File: src/rtl/floppy_pkg.sv
// Shared types and default timing for the IEC-to-Shugart floppy bridge.
package floppy_pkg;

  typedef enum logic [2:0] {
    ST_IDLE     = 3'd0,
    ST_SPINUP   = 3'd1,
    ST_SEEK0    = 3'd2,
    ST_WAIT_IDX = 3'd3,
    ST_READY    = 3'd4,
    ST_ERROR    = 3'd5
  } fsm_state_e;

  localparam int unsigned SPINUP_CYC_DEF        = 25_000_000;
  localparam int unsigned STEP_PULSE_CYC_DEF    = 1_000;
  localparam int unsigned STEP_PERIOD_CYC_DEF   = 1_500_000;
  localparam int unsigned MAX_STEPS_DEF         = 90;
  localparam int unsigned INDEX_TIMEOUT_CYC_DEF = 200_000_000;

  // ACTION_LED in ERROR flips each time the low ERR_BLINK_BIT timer bits wrap.
  localparam int unsigned ERR_BLINK_BIT = 24;

endpackage

File: src/rtl/iec_floppy_ctrl_sync_edge.sv
// Two-flop synchroniser with a one-cycle rising-edge pulse behind it.
module sync_edge (
  input  logic clk,
  input  logic rst_n,
  input  logic d_i,
  output logic sync_o,
  output logic rise_o
);

  logic meta_q;
  logic sync_q;
  logic prev_q;

  always_ff @(posedge clk or negedge rst_n) begin
    if (!rst_n) begin
      meta_q <= 1'b0;
      sync_q <= 1'b0;
      prev_q <= 1'b0;
    end else begin
      meta_q <= d_i;
      sync_q <= meta_q;
      prev_q <= sync_q;
    end
  end

  assign sync_o = sync_q;
  assign rise_o = sync_q & ~prev_q;

endmodule

File: src/rtl/iec_floppy_ctrl.sv
// Bring-up controller: spins drive A, seeks to track 0, then watches INDEX.
// The IEC side only acknowledges ATN; the floppy write path is never driven.
module iec_floppy_ctrl
  import floppy_pkg::*;
#(
  parameter int unsigned SPINUP_CYC        = SPINUP_CYC_DEF,
  parameter int unsigned STEP_PULSE_CYC    = STEP_PULSE_CYC_DEF,
  parameter int unsigned STEP_PERIOD_CYC   = STEP_PERIOD_CYC_DEF,
  parameter int unsigned MAX_STEPS         = MAX_STEPS_DEF,
  parameter int unsigned INDEX_TIMEOUT_CYC = INDEX_TIMEOUT_CYC_DEF
) (
  input  logic       clk,
  input  logic       RESET_IN,
  input  logic       ATN_IN,
  input  logic       CLK_IN,
  input  logic       DATA_IN,
  input  logic       SRQ_IN,
  output logic       CLK_OUT,
  output logic       DATA_OUT,
  output logic       SRQ_OUT,
  input  logic       DSKCHG,
  input  logic       RDATA,
  input  logic       WPT,
  input  logic       TRK00,
  input  logic       INDEX,
  input  logic       REDWC_IN,
  output logic       SIDE1,
  output logic       WGATE,
  output logic       WDATE,
  output logic       STEP,
  output logic       DIR,
  output logic       MOTEA,
  output logic       MOTEB,
  output logic       DRVSA,
  output logic       DRVSB,
  output logic       REDWC_OUT,
  input  logic       SW0,
  input  logic       SW1,
  output logic       PWR_LED,
  output logic       ACTION_LED,
  output fsm_state_e dbg_state_o
);

  localparam int IN_ATN   = 0;
  localparam int IN_TRK00 = 7;
  localparam int IN_INDEX = 8;
  localparam int IN_SW0   = 10;
  localparam int IN_SW1   = 11;
  localparam int NUM_IN   = 12;

  logic [NUM_IN-1:0] pins;
  logic [NUM_IN-1:0] sync_v;
  logic [NUM_IN-1:0] rise_v;
  logic              unused_in;

  assign pins = {SW1, SW0, REDWC_IN, INDEX, TRK00, WPT, RDATA, DSKCHG,
                 SRQ_IN, DATA_IN, CLK_IN, ATN_IN};

  for (genvar gi = 0; gi < NUM_IN; gi++) begin : g_sync
    sync_edge u_sync (
      .clk    (clk),
      .rst_n  (RESET_IN),
      .d_i    (pins[gi]),
      .sync_o (sync_v[gi]),
      .rise_o (rise_v[gi])
    );
  end

  // Bus and status lines this read-only bring-up never looks at.
  assign unused_in = ^{sync_v, rise_v};

  logic trk00_s;
  logic idx_rise;
  assign trk00_s  = sync_v[IN_TRK00];
  assign idx_rise = rise_v[IN_INDEX];

  fsm_state_e  state_q, state_d;
  logic [31:0] tmr_q, tmr_d;
  logic [31:0] step_cnt_q, step_cnt_d;
  logic        step_q, step_d;
  logic        act_q, act_d;
  logic        pwr_q;

  always_ff @(posedge clk or negedge RESET_IN) begin
    if (!RESET_IN) begin
      state_q    <= ST_IDLE;
      tmr_q      <= '0;
      step_cnt_q <= '0;
      step_q     <= 1'b0;
      act_q      <= 1'b0;
      pwr_q      <= 1'b0;
    end else begin
      state_q    <= state_d;
      tmr_q      <= tmr_d;
      step_cnt_q <= step_cnt_d;
      step_q     <= step_d;
      act_q      <= act_d;
      pwr_q      <= 1'b1;
    end
  end

  always_comb begin
    state_d    = state_q;
    tmr_d      = tmr_q + 32'd1;
    step_cnt_d = step_cnt_q;
    step_d     = step_q;
    act_d      = act_q;
    case (state_q)
      ST_IDLE: begin
        state_d = ST_SPINUP;
        tmr_d   = '0;
        act_d   = 1'b1;
      end
      ST_SPINUP: begin
        if (tmr_q == SPINUP_CYC - 1) begin
          state_d = ST_SEEK0;
          tmr_d   = '0;
        end
      end
      ST_SEEK0: begin
        if (tmr_q == STEP_PULSE_CYC) step_d = 1'b0;
        // Step boundary: seek entry (timer 0) or end of a full step period.
        if (tmr_q == '0 || tmr_q == STEP_PERIOD_CYC) begin
          if (trk00_s) begin
            state_d = ST_WAIT_IDX;
            tmr_d   = '0;
            act_d   = 1'b0;
          end else if (step_cnt_q == MAX_STEPS) begin
            state_d = ST_ERROR;
            tmr_d   = '0;
          end else begin
            step_d     = 1'b1;
            step_cnt_d = step_cnt_q + 32'd1;
            tmr_d      = 32'd1;
          end
        end
      end
      ST_WAIT_IDX: begin
        if (idx_rise) begin
          state_d = ST_READY;
          tmr_d   = '0;
        end else if (tmr_q == INDEX_TIMEOUT_CYC - 1) begin
          state_d = ST_ERROR;
          tmr_d   = '0;
        end
      end
      ST_READY: begin
        if (idx_rise) begin
          act_d = ~act_q;
          tmr_d = '0;
        end else if (tmr_q == INDEX_TIMEOUT_CYC - 1) begin
          state_d = ST_ERROR;
          tmr_d   = '0;
        end
      end
      ST_ERROR: begin
        if (tmr_q[ERR_BLINK_BIT-1:0] == '1) act_d = ~act_q;
      end
      default: begin
        state_d = ST_IDLE;
      end
    endcase
  end

  assign dbg_state_o = state_q;

  assign MOTEA      = (state_q != ST_IDLE) && (state_q != ST_ERROR);
  assign DRVSA      = (state_q != ST_IDLE) && (state_q != ST_ERROR);
  assign STEP       = step_q;
  assign DIR        = 1'b0;
  assign ACTION_LED = act_q;
  assign PWR_LED    = pwr_q;

  assign WGATE = 1'b0;
  assign WDATE = 1'b0;
  assign MOTEB = 1'b0;
  assign DRVSB = 1'b0;

  assign SIDE1     = sync_v[IN_SW1];
  assign REDWC_OUT = sync_v[IN_SW0];

  assign DATA_OUT = sync_v[IN_ATN];
  assign CLK_OUT  = 1'b0;
  assign SRQ_OUT  = 1'b0;

endmodule

File: config.mk
export PLATFORM = sky130hd
export DESIGN_NAME = iec_floppy_ctrl
export DESIGN_NICKNAME = d
export VERILOG_FILES = /design/src/rtl/floppy_pkg.sv /design/src/rtl/iec_floppy_ctrl_sync_edge.sv /design/src/rtl/iec_floppy_ctrl.sv
export SDC_FILE = /design/constraint.sdc
export NUM_CORES = 1
export LEC_CHECK = 0
export CELL_PAD_IN_SITES_DETAIL_PLACEMENT = 0
export CELL_PAD_IN_SITES_GLOBAL_PLACEMENT = 1
export CORE_ASPECT_RATIO = 1.5
export CORE_MARGIN = 2
export CORE_UTILIZATION = 40
export DETAILED_ROUTE_END_ITERATION = 12
export PLACE_DENSITY_LB_ADDON = 0.1
export SLEW_MARGIN = 20
export SYNTH_ARGS = -nofsm -noshare
export SYNTH_HDL_FRONTEND = slang
export SYNTH_SLANG_ARGS = --single-unit
File: constraint.sdc
create_clock -name clk -period 5.7 [get_ports clk]
set_input_delay 1.71 -clock clk [delete_from_list [all_inputs] [get_ports clk]]
set_output_delay 1.71 -clock clk [all_outputs]
set_load 0.05 [all_outputs]
==> flow_metrics.env <==
export IMPL_status="completed"
export IMPL_drv_cap=0
export IMPL_r2r_slack_ns=2.86
export IMPL_required_ns=3.99
export IMPL_dr_max_layer_used="met4"
export IMPL_post_cts_buffers=0
export IMPL_gp_congestion=0.812
export IMPL_drtIter0Drc=187
export IMPL_firstDrtPassIters=4
export IMPL_r2r_end="tmr_q[24]"
export IMPL_path_class="reg2out"
export IMPL_yosys_warnings=0
export IMPL_via_per_inst=5.19
export IMPL_skew_ns=0.00667
export IMPL_synth_common_cells="dfrtp_1, nor2_1, nand2_1"
export IMPL_clk_path_buf_depth=2
export IMPL_areaGrowthSynthToFinish_pct=13.7
export IMPL_post_place_ws_ns=2.17
export IMPL_setup_viol=0
export IMPL_hold_start="g_sync[8].u_sync.meta_q"
export IMPL_netSwitchingFraction_pct=23.4
export IMPL_cp_end_kind="primary output"
export IMPL_grt_pass1_wl_um=15300
export IMPL_root_buffer="clkbuf_16"
export IMPL_cp_max_fo=15
export IMPL_m1WireLength_um=4040
export IMPL_grt_max_degree=82
export IMPL_grtUsageTotal_pct=17.2
export IMPL_clk_pin_slew_ns=0.06
export IMPL_clk_latency_ns=0.34
export IMPL_io_pins=32
export IMPL_pwr_share_clk_pct=49.6
export IMPL_worstHoldPathCells=0
export IMPL_first_global_vias=2977
export IMPL_numCtsBuffers=9
export IMPL_cts_hold_buffers=0
export IMPL_final_nets=455
export IMPL_p_int_uw=935
export IMPL_num_antenna_cells=0
export IMPL_seqPwrFrac_pct=47.5
export IMPL_ant_nets=0
export IMPL_postSynthRegisterBits=81
export IMPL_cts_max_level=3
export IMPL_maxSlewViolCount=0
export IMPL_cts_sinks=81
export IMPL_final_setup_tns_ns=0
export IMPL_fp_dieW_um=88.1
export IMPL_async_flop_share_pct=100
export IMPL_power_density_mw_per_mm2=253
export IMPL_drc=0
export IMPL_reg2reg_depth=6
export IMPL_cp_arrival_ns=2.16
export IMPL_hold_viol=0
export IMPL_initial_core_util_pct=40.5
export IMPL_fin_crit_ns=3.87
export IMPL_p_sw_uw=286
export IMPL_synth_cells=424
export IMPL_yosysSeqAreaShare_pct=47.8
export IMPL_finish_utilization_pct=46.0
export IMPL_regToRegStartpoint="tmr_q[20]"
export IMPL_grt_overflow_total=0
export IMPL_port_buffers=17
export IMPL_netlist_area_mm2=0.00424
export IMPL_leakagePower_nw=2.14
export IMPL_yosysMostFrequentCell="dfrtp_1"
export IMPL_met3_length_um=194
export IMPL_dp_hpwl_um=6190
export IMPL_fmax_mhz=258
export IMPL_core_area_mm2=0.0105
export IMPL_rows=46
export IMPL_synth_edf_count=0
export IMPL_synth_cell_type_count=51
export IMPL_finalWorstSetupSlack_ns=1.83
export IMPL_syn_mean_instance_area_um2=10.0
export IMPL_die_area_mm2=0.0115
export IMPL_pwr_share_comb_pct=2.9
export IMPL_timing_final_crit_share_pct=68.0
export IMPL_yosys_top_cells_area="dfrtp_1, xor2_1, xnor2_1"
export IMPL_yosys_area_top_type="dfrtp_1"
export IMPL_cts_tree="done"
export IMPL_hp_class="reg2reg"
export IMPL_slew_headroom_pct=37.6
export IMPL_cts_resized_gates=0
export IMPL_vias=3044
export IMPL_rsz0062_at_grt="no"
export IMPL_startpoint_type="flop"
export IMPL_worstMarginPinSlew_ns=0.936
export IMPL_antenna_found_initial=0
export IMPL_max_vdd_ir_drop_uv=134
export IMPL_met2_length_um=4580
export IMPL_synthFlopType="dfrtp_1"
export IMPL_drive_gt1_share_pct=10.4
export IMPL_min_to="g_sync[8].u_sync.sync_o"
export IMPL_yosysTopAreaCellShare_pct=47.8
export IMPL_wirelength_um=8960
export IMPL_die_y_um=130
export IMPL_drt_wirelength_per_cell_um=15.3
[critical path, cell delays in order (launching register included)]
cell and delay (ns):
dfrtp_1 0.56, or2_2 0.39, a21o_1 0.18, clkdlybuf4s50_1 0.70
[power by group through the flow]
stage / Sequential, mW / Combinational [mW] / Clock [mW]
after CTS: 0.580 / 0.0363 / 0.624
after detailed placement: 0.591 / 0.0363 / 0
after global placement: 0.591 / 0.0360 / 0
after floorplan: 0.596 / 0.0151 / 0
after global routing: 0.580 / 0.0391 / 0.655
final: 0.581 / 0.0354 / 0.605
[state kept, by name, indices dropped and copies added, names as in the netlist]
name	count
g_sync.u_sync.meta_q	5
g_sync.u_sync.prev_q	1
tmr_q	32
step_cnt_q	32
ACTION_LED	1
g_sync.u_sync.sync_o	5
STEP	1
dbg_state_o	3
PWR_LED	1
[how the worst max path moves through the flow]
| stage | end | start |
|---|---|---|
| final | MOTEA | dbg_state_o[2] |
| after detailed placement | MOTEA | dbg_state_o[2] |
| after floorplan | MOTEA | dbg_state_o[2] |
| after global placement | DRVSA | dbg_state_o[2] |
| after CTS | MOTEA | dbg_state_o[2] |
| after global routing | MOTEA | dbg_state_o[2] |
[cell type report]
cell class,count,area [µm²]
Fill cell,1009,5650
Multi-Input combinational cell,314,2070
Sequential cell,81,2030
Clock buffer,9,225
Timing Repair Buffer,19,186
Tap cell,144,180
Clock inverter,7,86.3
Inverter,12,45.0
[metal layers]
| layer | GRT usage, % | vias up |
|---|---|---|
| met3 | 2.97 | 12 |
| met2 | 27.8 | 36 |
| met4 | 6.68 | 0 |
| li1 | - | 1493 |
| met5 | 0 | - |
| met1 | 22.9 | 1503 |
[through the flow]
stage | hold slack [ns] | total power, mW | cell area (µm²) | instances
finish | 0.348 | 1.22 | 4820 | 586
global route | 0.360 | 1.27 | 4820 | 586
CTS | 0.351 | 1.24 | 4820 | 586
detailed placement | 0.336 | 0.628 | 4510 | 570
global placement | 0.331 | 0.627 | 4510 | 570
floorplan | 0.331 | 0.612 | 4260 | 430
[layout by cell type, fill, tap and decap left out, types with 4 or more instances in the layout]
cell type,Yosys,layout
and3_1,15,15
dfrtp_1,81,81
xnor2_1,25,25
nor2_1,55,55
and4_1,7,7
nor3_2,6,6
ha_1,4,4
conb_1,2,8
nand4_1,16,16
xor2_1,36,36
nor3_1,9,9
nand3_1,23,23
or4_1,4,4
nand2_1,37,37
nor2b_1,5,5
nor4_2,9,9
inv_1,12,12
clkbuf_16,0,9
nor4_1,13,13
clkdlybuf4s50_1,0,16
[logic make-up (layout without fill, tap and decap cells)]
group / after synthesis / after routing / share of synthesized area, %
simple gates: 221 / 221 / 30.2
flops: 81 / 81 / 47.8
xor+xnor: 62 / 62 / 13.0
buf+inv: 35 / 47 / 4.13
compound gates: 19 / 19 / 3.57
fa+ha+maj: 4 / 4 / 1.18
other cells: 2 / 8 / 0.177
No activity file was read; power rests on OpenSTA's default activity.
